`src/rtl/uart_chargen_fifo.sv`:
```
// uart_chargen_fifo: board top level. A character generator fills a small
// first-word-fall-through FIFO with printable ASCII ('!'..'z'). An 8N1 UART
// transmitter drains the FIFO onto uart_tx. A free-running counter steps the
// active-low LEDs as a liveness indicator.
module uart_chargen_fifo #(
    parameter int FIFO_DEPTH     = 16,
    parameter int UART_CDIV      = 434,
    parameter int BLINK_INTERVAL = 50_000_000
) (
    input  logic       clk,
    input  logic       n_rst,
    input  logic [2:0] dip,
    output logic [2:0] led,
    input  logic       uart_rx,
    output logic       uart_tx
);

    localparam int PTR_W = (FIFO_DEPTH > 1) ? $clog2(FIFO_DEPTH) : 1;
    localparam int CNT_W = $clog2(FIFO_DEPTH + 1);
    localparam int BIT_W = (UART_CDIV > 1) ? $clog2(UART_CDIV) : 1;
    localparam int BLK_W = (BLINK_INTERVAL > 1) ? $clog2(BLINK_INTERVAL) : 1;

    localparam logic [CNT_W-1:0] FIFO_FULL_CNT = CNT_W'(FIFO_DEPTH);
    localparam logic [BIT_W-1:0] BIT_LAST      = BIT_W'(UART_CDIV - 1);
    localparam logic [BLK_W-1:0] BLINK_LAST    = BLK_W'(BLINK_INTERVAL - 1);

    localparam logic [7:0] CHAR_FIRST = 8'h21;
    localparam logic [7:0] CHAR_LAST  = 8'h7A;

    // DIP switches and the receive line are reserved for later use.
    logic unused_inputs;
    assign unused_inputs = ^{dip, uart_rx};

    // ------------------------------------------------------------------
    // FIFO (active-low handshakes, first-word-fall-through)
    // ------------------------------------------------------------------
    logic [7:0]       mem_reg [FIFO_DEPTH];
    logic [PTR_W-1:0] wr_ptr_reg;
    logic [PTR_W-1:0] rd_ptr_reg;
    logic [CNT_W-1:0] count_reg;
    logic             n_wr;
    logic             n_rd;
    logic             n_full;
    logic             n_empty;
    logic [7:0]       wr_data;
    logic [7:0]       rd_data;
    logic             wr_en;
    logic             rd_en;

    assign n_full  = (count_reg != FIFO_FULL_CNT);
    assign n_empty = (count_reg != '0);
    // Full/empty gating makes the simultaneous read/write corner cases fall out.
    assign wr_en   = !n_wr && n_full;
    assign rd_en   = !n_rd && n_empty;
    assign rd_data = mem_reg[rd_ptr_reg];

    // Storage array; contents need no reset because the count guards them.
    always_ff @(posedge clk) begin
        if (wr_en) begin
            mem_reg[wr_ptr_reg] <= wr_data;
        end
    end

    // Pointers wrap naturally because the depth is a power of two.
    always_ff @(posedge clk or negedge n_rst) begin
        if (!n_rst) begin
            wr_ptr_reg <= '0;
            rd_ptr_reg <= '0;
            count_reg  <= '0;
        end else begin
            if (wr_en) begin
                wr_ptr_reg <= wr_ptr_reg + 1'b1;
            end
            if (rd_en) begin
                rd_ptr_reg <= rd_ptr_reg + 1'b1;
            end
            case ({wr_en, rd_en})
                2'b10:   count_reg <= count_reg + 1'b1;
                2'b01:   count_reg <= count_reg - 1'b1;
                default: count_reg <= count_reg;
            endcase
        end
    end

    // ------------------------------------------------------------------
    // Character generator
    // ------------------------------------------------------------------
    logic [7:0] char_reg;

    assign n_wr    = ~n_full;
    assign wr_data = char_reg;

    // Advance through '!'..'z' on every accepted write, hold while full.
    always_ff @(posedge clk or negedge n_rst) begin
        if (!n_rst) begin
            char_reg <= CHAR_FIRST;
        end else if (!n_wr) begin
            char_reg <= (char_reg == CHAR_LAST) ? CHAR_FIRST : char_reg + 8'd1;
        end
    end

    // ------------------------------------------------------------------
    // UART transmitter
    // ------------------------------------------------------------------
    typedef enum logic [1:0] {
        IDLE,
        START,
        DATA,
        STOP
    } uart_state_t;

    uart_state_t      state_reg;
    uart_state_t      state_next;
    logic [BIT_W-1:0] bit_cnt_reg;
    logic [2:0]       bit_idx_reg;
    logic [7:0]       shift_reg;
    logic             bit_tick;

    assign bit_tick = (bit_cnt_reg == BIT_LAST);

    // State register.
    always_ff @(posedge clk or negedge n_rst) begin
        if (!n_rst) begin
            state_reg <= IDLE;
        end else begin
            state_reg <= state_next;
        end
    end

    // Next-state, one-cycle pop request and line level. The line is decoded
    // from state so reset drives it high without waiting for a clock.
    always_comb begin
        state_next = state_reg;
        n_rd       = 1'b1;
        uart_tx    = 1'b1;
        case (state_reg)
            IDLE: begin
                if (n_empty) begin
                    n_rd       = 1'b0;
                    state_next = START;
                end
            end
            START: begin
                uart_tx = 1'b0;
                if (bit_tick) begin
                    state_next = DATA;
                end
            end
            DATA: begin
                uart_tx = shift_reg[bit_idx_reg];
                if (bit_tick && (bit_idx_reg == 3'd7)) begin
                    state_next = STOP;
                end
            end
            STOP: begin
                if (bit_tick) begin
                    state_next = IDLE;
                end
            end
            default: state_next = IDLE;
        endcase
    end

    // Bit timing, bit index and the byte latched at the pop.
    always_ff @(posedge clk or negedge n_rst) begin
        if (!n_rst) begin
            bit_cnt_reg <= '0;
            bit_idx_reg <= '0;
            shift_reg   <= '0;
        end else begin
            if (state_reg == IDLE) begin
                bit_cnt_reg <= '0;
                bit_idx_reg <= '0;
            end else begin
                bit_cnt_reg <= bit_tick ? '0 : bit_cnt_reg + 1'b1;
                if ((state_reg == DATA) && bit_tick) begin
                    bit_idx_reg <= bit_idx_reg + 3'd1;
                end
            end
            if (!n_rd) begin
                shift_reg <= rd_data;
            end
        end
    end

    // ------------------------------------------------------------------
    // Liveness blinker
    // ------------------------------------------------------------------
    logic [BLK_W-1:0] blink_cnt_reg;
    logic [2:0]       step_reg;

    assign led = ~step_reg;

    // Step the LED pattern once per BLINK_INTERVAL cycles.
    always_ff @(posedge clk or negedge n_rst) begin
        if (!n_rst) begin
            blink_cnt_reg <= '0;
            step_reg      <= '0;
        end else if (blink_cnt_reg == BLINK_LAST) begin
            blink_cnt_reg <= '0;
            step_reg      <= step_reg + 3'd1;
        end else begin
            blink_cnt_reg <= blink_cnt_reg + 1'b1;
        end
    end

endmodule

```
`config.mk`:
```
export PLATFORM = sky130hd
export DESIGN_NAME = uart_chargen_fifo
export DESIGN_NICKNAME = d
export VERILOG_FILES = /design/src/rtl/uart_chargen_fifo.sv
export SDC_FILE = /design/constraint.sdc
export NUM_CORES = 1
export LEC_CHECK = 0
export CAP_MARGIN = 20
export CORE_ASPECT_RATIO = 2
export CORE_MARGIN = 8
export CORE_UTILIZATION = 55
export CTS_CLUSTER_SIZE = 24
export DETAILED_ROUTE_END_ITERATION = 10
export GPL_TIMING_DRIVEN = 1
export PLACE_DENSITY = 0.71
export SKIP_LAST_GASP = 1
export SYNTH_ARGS = -nofsm -noshare
export SYNTH_HDL_FRONTEND = slang
export SYNTH_SLANG_ARGS = --single-unit
```
`constraint.sdc`:
```
create_clock -name clk -period 3.2 [get_ports clk]
set_input_delay 0.64 -clock clk [delete_from_list [all_inputs] [get_ports clk]]
set_output_delay 0.64 -clock clk [all_outputs]
set_load 0.1 [all_outputs]
```
# Yosys cells after proc, flatten, opt, wreduce, memory -nomap -nowiden

Memory sizes are Yosys's and may differ from the RTL's. A register that Yosys moved wholly into a read port is not among the register bits.
Cells that the tools add are included.

Input bits: 6
Output and inout port bits: 4
RAM bits: 128
Register bits after elaboration: 64
Memories: 1

Muxes and demuxes: 19
Reduce and logical (&&, ||, !) cells: 11
Add/sub/neg operators: 9
Eq/ne operators: 14
$lt $le $gt $ge: 1
Bitwise logic cells: 1

Memory list:

| memory  | words | bits a word | read ports | clocked after Yosys merged registers in | write ports | line | source |
|---|---|---|---|---|---|---|---|
| mem_reg | 16    | 8           | 1          | 1                                       | 1           | 37   | `logic [7:0] mem_reg [FIFO_DEPTH];` |

Operators by type and width:

| kind                                                                   | number |
|---|---|
| 26-bit by 1-bit adder with 26-bit output (second input constant)       | 1 |
| 26-bit equality test (second input constant)                           | 1 |
| 26-bit 2-to-1 mux                                                      | 1 |
| 9-bit 2-to-1 mux                                                       | 2 |
| 5-bit one-hot mux with 2 select lines                                  | 1 |
| 9-bit by 1-bit adder with 9-bit output (second input constant)         | 1 |
| 9-bit equality test (second input constant)                            | 1 |
| 4-bit by 1-bit adder with 4-bit output (second input constant)         | 2 |
| 8-bit by 1-bit adder with 8-bit output (second input constant)         | 1 |
| 8-bit by 7-bit equality test with 1-bit output (second input constant) | 1 |
| 2-bit 2-to-1 mux                                                       | 4 |
| 8-bit 2-to-1 mux                                                       | 1 |
| 2-bit inequality test (second input constant)                          | 4 |
| 2-bit one-hot mux with 4 select lines                                  | 1 |
| 3-bit by 1-bit adder with 3-bit output (second input constant)         | 2 |
| 2-bit equality test (second input constant)                            | 3 |
| 3-bit 2-to-1 mux                                                       | 2 |
| 5-bit by 1-bit adder with 5-bit output (second input constant)         | 1 |
| 1-bit 2-to-1 mux                                                       | 5 |
| 5-bit inequality test (second input constant)                          | 1 |
| 5-bit nonzero test                                                     | 1 |
| 5-bit by 1-bit subtractor with 5-bit output (second input constant)    | 1 |
| 2-bit by 1-bit equality test with 1-bit output (second input constant) | 2 |
| 3-bit by 4-bit < comparator with 1-bit output (second input constant)  | 1 |
| 9 further kinds                                                        | 14 |

# Depth between registers and ports, before layout

Gate-level depths: netlist of run 1.

Word-level depth: 7
Depth in mapped cells: 10
Gate-level depth less buffers: 10

# Least setup slack after synthesis of run 1

Ideal clock, no wire load.

Path kind: reg2out
Start: register bit_idx_reg[0]
End: output port uart_tx
Buffers on the path: 0
Arrival: 2.365 ns
Cell stages (with the launch flop): 4
Data required time: 2.560 ns
Slack: 0.195 ns
Cells stage by stage: dfrtp_1 -> mux4_2 -> mux2i_1 -> mux2i_1

Word-level cells in the longest chain between the ends: 3

RTL lines:

| item                                      | line | source |
|---|---|---|
| from (decl)                               | 115  | `logic [2:0] bit_idx_reg;` |
| from (signal assigned)                    | 177  | `bit_idx_reg <= bit_idx_reg + 3'd1;` |
| 1-bit binary-select mux with 3-bit select | 150  | `uart_tx = shift_reg[bit_idx_reg];` |
| 1-bit 2-to-1 mux (implied by the code)    | 150  |  |
| 1-bit one-hot mux with 2 select lines     | 136  | `case (state_reg)` |
| to (decl)                                 | 15   | `output logic uart_tx` |

No other way between the ends. The select of a mux whose other input is x is not followed.

# Final worst setup path of run 1

Start: register count_reg[0]
End: register count_reg[4]

Word-level cells in the longest chain between the ends: 7
Elaborated cells on any way between the ends: 12
Those cells by class: add/sub: 2; eq/ne: 3; mux: 3; reduce/logical: 4

RTL lines:

| item                                                                                  | line | source |
|---|---|---|
| from (decl)                                                                           | 40   | `logic [CNT_W-1:0] count_reg;` |
| from (signal assigned)                                                                | 78   | `2'b10: count_reg <= count_reg + 1'b1;` |
| from (signal assigned)                                                                | 79   | `2'b01: count_reg <= count_reg - 1'b1;` |
| from (signal assigned)                                                                | 80   | `default: count_reg <= count_reg;` |
| 5-bit nonzero test *                                                                  | 51   | `assign n_empty = (count_reg != '0);` |
| 1-bit 2-to-1 mux                                                                      | 138  | `if (n_empty) begin` |
| 1-bit 2-to-1 mux                                                                      | 136  |  |
| 1-bit zero test                                                                       | n/a  |  |
| 1-bit logical AND *                                                                   | 54   | `assign rd_en = !n_rd && n_empty;` |
| net rd_en                                                                             | 48   | `logic rd_en;` |
| 2-bit by 1-bit equality test with 1-bit output or 2-bit equality test (tied branches) | 77   | `case ({wr_en, rd_en})` |
| 5-bit one-hot mux with 2 select lines or 2-bit nonzero test (tied branches)           | n/a  |  |

The timed path passes the listed nets; every way through them passes the cells marked *.
A chain may end at the register's enable or synchronous reset.

==> results, run 1 <==
- Setup slack on the worst reg-to-reg path comes out at 510 ps.
- By area the synthesized netlist is led by sky130_fd_sc_hd__edfxtp_1, sky130_fd_sc_hd__dfrtp_1, sky130_fd_sc_hd__mux4_2, sky130_fd_sc_hd__ha_1, sky130_fd_sc_hd__xnor2_1.
- The layout has 1220 filler cells.
- The number of nets handed over by synthesis was 590.
- The fraction of final layout cells sized beyond drive strength 1 is 17.3%.
- In the layout the commonest cells are sky130_fd_sc_hd__edfxtp_1, sky130_fd_sc_hd__dfrtp_1, sky130_fd_sc_hd__nor2_1.
- The final-report hold violation count is 0.
- The H-tree generated during clock tree synthesis spans 4 levels.
- By startpoint and endpoint, the worst setup path is classified as reg2reg.
- After synthesis the cells add up to 8660 um^2.
- The overall die height is 193 um.
- Summing the areas of all compound-gate instances in the mapped netlist gives 4.45% of the synthesized area.
- The most used flip-flop cell after synthesis is sky130_fd_sc_hd__edfxtp_1.
- Summing over every cut layer, the via total after detailed routing is 4622.
- Registers take 5650 um^2.
- The initial antenna violation count is 0.
- The total overflow reported by the global router is 0.
- Entering global routing, the biggest net connects 73 pins.
- Dividing the detail-routed via count by the number of cells gives 5.84.
- In this run the remaining antenna-violating nets after routing total 0.
- The most common library cell in the layout ignoring fill and taps is sky130_fd_sc_hd__edfxtp_1.
- The worst endpoint required time is 3550 ps.
- In this run the horizontal extent of the chip is 105 um.
- The total number of clock tree sinks is 200.
- The worst clock skew is 14.6 ps.
- The cell at the slowest stage of the critical path is sky130_fd_sc_hd__or4_4.
- In this run the tightest slew margin relative to its limit is 36.3%.
- sky130_fd_sc_hd__edfxtp_1 takes more of the synthesized area than any other cell.
- The clock root buffer is sky130_fd_sc_hd__clkbuf_16.
- The post-synthesis share of cell area spent on xor and xnor gates is 4.25%.
- Timing would allow up to 0.372 GHz.
- The clock slew at the register clock pins of the worst setup and hold paths is 80 ps.
- The die outline area is 20300 um^2.
- For this run, the number of Yosys warnings is 0.
- The later pin in the worst-skew pair is clocked with a latency of 430 ps.
- Of the total synthesized cell area, the portion taken by full adders, half adders and majority gates is 3.18%.
- The standard cell area after detailed placement is 8920 um^2.
- The first global-routing pass estimated 25.6 mm of wire.
- Setup violations remaining at the end of the flow were counted as 0.
- The number of gates resized after CTS was 0.
- The average instance in the mapped netlist occupies 15.4 um^2.
- The initial core utilization is 55.4%.
- The global-route met3 utilization is 3.23%.
- The signal on the critical path passes through or4_4 -> o21ai_4 -> inv_2 -> ha_1 -> ha_1 -> nand3_1 -> o21ai_0 -> mux2i_1 -> xnor2_1.
- The sequential fraction of the synthesis area is 65.2%.
- Before antenna repair, the detailed router went through 4 iterations.
- After clock tree synthesis, the setup repair step added 0 buffers.
- The synthesized netlist devotes 9.67% of its cell area to simple gates.
- The number of flip-flops under the largest register name is 128.
- Detailed placement ended at an HPWL of 10.1 mm.
- Measured against the total synthesized area, the mux share comes to 11.0%.
- The proportion of register bits with asynchronous set or reset after synthesis is 36.0%.
- After routing the design area is 9520 um^2.
- In this run the worst hold path is classified as in2async.
- TritonCTS built the clock tree.
- Summing all multi-input logic gate instances after layout gives 2820 um^2.
- The transition time of the tightest slew-check pin is 955 ps.
- The final period utilization is 84.1%.
- The cell that appears most often on the critical path is sky130_fd_sc_hd__ha_1.
- In this run, the number of DRC markers left after iteration 0 of detailed routing was 243.
- The number of standard cells in the layout, taps in and fillers out is 791.
- The final layout contains routed wiring with a total length of 15.9 mm.
- The delay contributed by the slowest stage of the critical path is 570 ps.
- The number of distinct library cell variants in the gate-level netlist after synthesis is 53.
- The max-slew violation total from the final report is 0.
- The area share of the leading cell type in the synthesized netlist is 44.4%.
- For this design, the CTS-stage hold fixing added 0 buffers.
- Setup repair after global routing left no endpoint under its margin.
- The mean routed wirelength per cell is 20.1 um.
- The synthesized design contains 128 enable-type register cells.
- For this run, global-route usage on met2 was measured as 26.9%.
- The cell count after placement is 759.
- The CTS buffer count is 17.
- The number of diodes added for antenna fixing is 0.
- The minimum hold slack is 338 ps.
- The number of max-capacitance violations reported is 0.
- The count of port buffers added during placement is 5.
- The power per cell area is 508 nW/um^2.
- During I/O placement, the number of pins put on the boundary was 10.
- The worst setup path is launched from a flop.
- Of all nets on the critical path, the largest fanout is 7.
- Data arrives at the worst endpoint at 3040 ps.
- The layer carrying the most global-route usage is met2.
- Setup total negative slack on the finished layout was measured at 0 ps.
- The cell leakage power is 3.46 nW.
- The via count of the first global-routing pass is 4711.
- The post-synthesis sequential element count is 200.
- The maximum clock path buffer count is 2.
- The total number of nets in the final design is 605.
- The main combinational cell family by area after synthesis is multiplexers.
- The worst-case IR drop observed on VDD is 0.454 mV.
- The congestion estimate from routability-driven global placement came to 0.771.
- The clock period minus final worst setup slack is 2690 ps.
- From synthesis to final layout, the design area changed by 9.91%.
- After floorplanning, the core was divided into 65 placement rows.
- Global routing consumed, over all layers together, 16.4% of the routing resources.
- The core box area is 15600 um^2.
- The worst setup path is captured at a flop.
- Synthesis produced 562 cells.
- The final core area utilization is 60.9%.
- The met1 usage in global routing is 21.4%.
- After detailed routing, the number of remaining DRC violations is 0.
- The run finished with clean final reports.
logic make-up after synthesis:
kind of cell | after synthesis
muxes | 51
xor gates and xnor gates | 42
adders and majority gates | 22
buffers and inverters | 39
DFF | 200
AOI/OAI and AO/OA | 59
and+or+nand+nor | 149
stage by stage:
stage	total power [mW]	setup WS, ps
3_5_place_dp	2.80	506
6_report	4.84	509
2_1_floorplan	2.78	195
5_1_grt	4.96	307
3_3_place_gp	2.80	574
4_1_cts	4.88	496
routing by layer:
layer	share of wire (%)	vias to the layer above
li1	-	2161
met1	42	2362
met2	53	93
met3	4.2	6
met4	0.94	0
met5	0	-
area by class of cell:
class                      instances  share of cell area (%)
multi-input combinational        323                    29.7
timing repair buffer              19                    1.50
clock buffer                      21                    5.18
inverter                          16                   0.631
sequential                       200                    59.4
tap                              201                    2.64
clock inverter                    11                    1.03
synthesized netlist by cell type, types with 2 or more instances:
| cell type | count |
|---|---|
| sky130_fd_sc_hd__o22ai_1 | 7 |
| sky130_fd_sc_hd__buf_1 | 2 |
| sky130_fd_sc_hd__nor2b_1 | 3 |
| sky130_fd_sc_hd__dfrtp_1 | 70 |
| sky130_fd_sc_hd__nor2_1 | 41 |
| sky130_fd_sc_hd__mux4_2 | 35 |
| sky130_fd_sc_hd__xor2_1 | 16 |
| sky130_fd_sc_hd__buf_2 | 5 |
| sky130_fd_sc_hd__and2_1 | 4 |
| sky130_fd_sc_hd__mux2_2 | 2 |
| sky130_fd_sc_hd__and4_1 | 5 |
| sky130_fd_sc_hd__o31ai_1 | 6 |
| sky130_fd_sc_hd__buf_4 | 5 |
| sky130_fd_sc_hd__and3_1 | 4 |
| sky130_fd_sc_hd__nand2_1 | 27 |
| sky130_fd_sc_hd__buf_6 | 2 |
| sky130_fd_sc_hd__nor4b_1 | 3 |
| sky130_fd_sc_hd__or3_1 | 5 |
| sky130_fd_sc_hd__edfxtp_1 | 128 |
| sky130_fd_sc_hd__clkbuf_1 | 8 |
| sky130_fd_sc_hd__a21oi_1 | 14 |
| sky130_fd_sc_hd__dfstp_2 | 2 |
| sky130_fd_sc_hd__nand2b_1 | 3 |
| sky130_fd_sc_hd__inv_1 | 15 |
| sky130_fd_sc_hd__a211oi_1 | 9 |
| sky130_fd_sc_hd__ha_1 | 22 |
| sky130_fd_sc_hd__mux2i_1 | 13 |
| sky130_fd_sc_hd__xnor2_1 | 26 |
| sky130_fd_sc_hd__nand4_1 | 10 |
| sky130_fd_sc_hd__a21o_1 | 8 |
| sky130_fd_sc_hd__nor4_1 | 2 |
| sky130_fd_sc_hd__nor3_1 | 7 |
| sky130_fd_sc_hd__o21ai_0 | 10 |
| sky130_fd_sc_hd__or4_1 | 5 |
| sky130_fd_sc_hd__nor4bb_1 | 2 |
| sky130_fd_sc_hd__nand3_1 | 18 |
| sky130_fd_sc_hd__nor4_4 | 2 |
report_power, final:
part / switching (mW) / total (mW) / internal (mW)
sequential: 0 / 2.72 / 2.72
combinational: 0.0178 / 0.0185 / 0.000717
clock: 0.956 / 2.10 / 1.14
total: 0.974 / 4.84 / 3.86
worst max-delay path: cells and delay by family (launching register included):
kind            cells  cell delay (ps)
buf+inv             1               90
simple gates        2              650
compound gates      2              380
xor+xnor            1              130
flops               1              480
fa+ha+maj           2              630
mux                 1              250
path summary, 6_finish.rpt:
kind,startpoint,end,depth (start not counted)
max in group asynchronous,n_rst,rd_ptr_reg[0],1
max,count_reg[0],count_reg[4],9
min in group clk,shift_reg[1],shift_reg[1],1
min,n_rst,state_reg[0],1
min reg2reg,shift_reg[1],shift_reg[1],1
max reg2reg,count_reg[0],count_reg[4],9
No activity file was read; power rests on OpenSTA's default activity.
==> run 2: changes to the inputs <==
==> constraint.sdc (replaced) <==
create_clock -name clk -period 2.8 [get_ports clk]
set_input_delay 0.56 -clock clk [delete_from_list [all_inputs] [get_ports clk]]
set_output_delay 0.56 -clock clk [all_outputs]
set_load 0.1 [all_outputs]
==> results, run 2 (same netlist as run 1, synthesis figures left out) <==
- The minimum setup slack among reg-to-reg paths is 240 ps (-270 ps).
- The cell leakage power is 3.53 nW (+2.0%).
- The number of diodes added for antenna fixing is 0 (unchanged).
- The setup-violating endpoint count in the final report is 0 (unchanged).
- The total design power is 5.50 mW (+14%).
- The transition time of the tightest slew-check pin is 923 ps (-32.4 ps).
- In this run the critical register-to-register path is launched from count_reg[1].
- The die outline area is 20300 um^2 (unchanged).
- The final-report hold violation count was 0 (unchanged).
- The routed via count divided by cell count was 5.90 (+0.94%).
- The count of hold-fix buffers inserted at cts was 0 (unchanged).
- The core box area came to 15600 um^2 (unchanged).
- TritonCTS built the clock tree.
- The mean routed wirelength per cell is 19.8 um (-1.1%).
- The max-slew violation total from the final report is 0 (unchanged).
- After global routing, the most crowded layer is met2.
- The number of resized instances in the post-cts repair step is 0 (unchanged).
- The relative area change from synthesis to final layout is 11.1%.
- The cell count of the worst reg-to-reg path came to 9 (unchanged).
- The final-layout setup total negative slack was 0 ps (unchanged).
- The global-route wire length before repair is 26.1 mm (+1.9%).
- The worst relative slew slack came to 38.5% (+2.2 points).
- The largest net degree at the start of global routing was 38 (-48%).
- The fraction of final layout cells sized beyond drive strength 1 is 19.3% (+2.0 points).
- The peak ir drop on the vdd network was 0.504 mV (+11%).
- The setup slack at placement is 263 ps (-244 ps).
- Setup repair after global routing left no endpoint under its margin.
- The number of iterations in the first detailed-routing pass is 5 (+1).
- The arrival time at the worst endpoint is 2920 ps (-120 ps).
- The critical path goes through or4_4 -> o21ai_4 -> inv_2 -> ha_1 -> ha_1 -> nand3_1 -> o21ai_0 -> mux2i_1 -> xnor2_1.
- The number of flip-flops under the largest register name is 128 (unchanged).
- The clock root buffer is sky130_fd_sc_hd__clkbuf_16.
- The count of port buffers added during placement is 5 (unchanged).
- The switching part of the total is 21.0% (+0.83 points).
- Leaving out fill and tap cells, the most frequent cell in the layout is sky130_fd_sc_hd__edfxtp_1.
- The worst clock skew was 13.7 ps (-0.919 ps).
- The overall die height is 193 um (unchanged).
- The post-CTS setup buffer count was 0 (unchanged).
- The path class of the tightest hold or removal check is in2async.
- The initial DRC count is 274 (+13%).
- In this run the critical register-to-register path is captured at count_reg[4].
- The total routing usage reported by global routing was 16.6% (+0.13 points).
- The count of pins on the block boundary is 10 (unchanged).
- The initial core utilization is 55.4% (unchanged).
- The switching component of the power came to 1.15 mW (+18%).
- The maximum clock path buffer count came to 2 (unchanged).
- The element type at the critical path start is a flop.
- The sum of routed wire length over all layers is 15.9 mm (+0.37%).
- The clock period minus final worst setup slack was 2560 ps (-127 ps).
- The most numerous cell type found on the critical path is sky130_fd_sc_hd__ha_1.
- The detailed placement HPWL came to 10.3 mm (+1.5%).
- The flow ran to the end, and the final reports show no timing, DRC or antenna violations.
- The total number of nets in the final design is 617 (+2.0%).
- The top cell types in the final layout, fill and taps aside, are sky130_fd_sc_hd__edfxtp_1, sky130_fd_sc_hd__dfrtp_1, sky130_fd_sc_hd__nor2_1.
- The least setup slack across all paths after layout is 236 ps (-273 ps).
- The number of max-capacitance violations reported came to 0 (unchanged).
- The final period utilization came to 91.6% (+7.5 points).
- The count of H-tree levels built during CTS was 4 (unchanged).
- The met2 track demand over resource was 26.1% (-0.78 points).
- The fraction of power consumed by sequential logic was 56.6% (+0.3 points).
- The initial antenna violation count was 0 (unchanged).
- The last weighted congestion value of the routability-driven placer is 0.829 (+7.6%).
- The largest individual stage delay along the critical path comes from the cell sky130_fd_sc_hd__or4_4.
- The CTS buffer count is 17 (unchanged).
- The via count of the first global-routing pass is 4852 (+3.0%).
- The source of the critical timing path is count_reg[1].
- The power per cell area was 572 nW/um^2 (+13%).
- The fmax is 0.390 GHz (+5.0%).
- The latest clock arrival within the worst-skew pair is 430 ps (about the same).
- The design internal power came to 4.35 mW (+13%).
- The number of rows created at floorplan is 65 (unchanged).
- The worst endpoint required time was 3150 ps (-400 ps).
- The clock share of power was 43.0% (-0.3 points).
- The maximum fanout count along the critical path is 6 (-1).
- The worst setup path is captured at a flop.
- The combinational power share came to 0.4% (about the same).
- The delay contributed by the slowest stage of the critical path is 560 ps (about the same).
- The total overflow reported by the global router was 0 (unchanged).
- The critical path class is reg2reg.
- The final antenna-violating net count came to 0 (unchanged).
- The clock slew at the register clock pins of the worst setup and hold paths came to 80 ps (about the same).
- The final routed DRC violation total is 0 (unchanged).
- The die boundary width is 105 um (unchanged).
- The global-route met3 utilization is 3.33% (+0.10 points).
- The met1 usage in global routing is 21.8% (+0.32 points).
- The via count is 4736 (+2.5%).
- The total number of clock tree sinks is 200 (unchanged).
==> run 2: cell count changes in the layout (fill, tap and decap cells not counted), sizes merged <==
cell	previous run	this run
buf	19	31
clkbuf	21	18
clkinvlp	0	1
inv	24	26
==> run 2: worst max path at each step <==
stage / cells after the start / slack (ps) / to
finish: 9 / 240 / count_reg[4]
global placement: 9 / 270 / count_reg[4]
floorplan: 10 / 170 / count_reg[4]
detailed placement: 9 / 260 / count_reg[4]
global route: 9 / 60 / count_reg[4]
CTS: 4 / 220 / uart_tx
==> run 2: area by class of cell <==
| class | count | area (um^2) |
|---|---|---|
| clock inverter | 14 | 125 |
| fill | 1180 | 6000 |
| timing repair buffer | 31 | 255 |
| inverter | 16 | 60.1 |
| sequential | 200 | 5650 |
| clock buffer | 18 | 450 |
| multi-input combinational | 323 | 2830 |
| tap | 201 | 251 |
==> run 2: critical path: cells and delay by family, from the launching register on <==
family	cells	cell delay (ps)
adder cells (fa/ha/maj)	2	630
multiplexers	1	240
AO/OA/AOI/OAI	2	340
AND/OR/NAND/NOR	2	640
XOR/XNOR	1	140
buffers and inverters	1	110
flip-flops	1	380
==> run 2: per-layer routing <==
metal	part of all wire [%]	routed length [um]
met5	0	0
met4	2.6	415
met3	3.8	598
met2	50	7940
met1	44	6980
==> run 2: power by group through the flow <==
stage               registers, mW  clock network [mW]  logic [mW]
global route                 3.11                2.50      0.0297
CTS                          3.11                2.40      0.0265
floorplan                    3.18                   0  0.00000117
global placement             3.18                   0      0.0263
detailed placement           3.18                   0      0.0267
finish                       3.11                2.36      0.0247
==> run 2: metrics by stage <==
stage	cell area (um^2)	util, %	cells	hold WS (ps)
floorplan	8660	-	562	264
global placement	9040	57.9	770	452
detailed placement	9040	57.9	771	462
CTS	9620	61.6	803	92.3
global route	9620	61.6	803	111
finish	9620	61.6	803	82.3
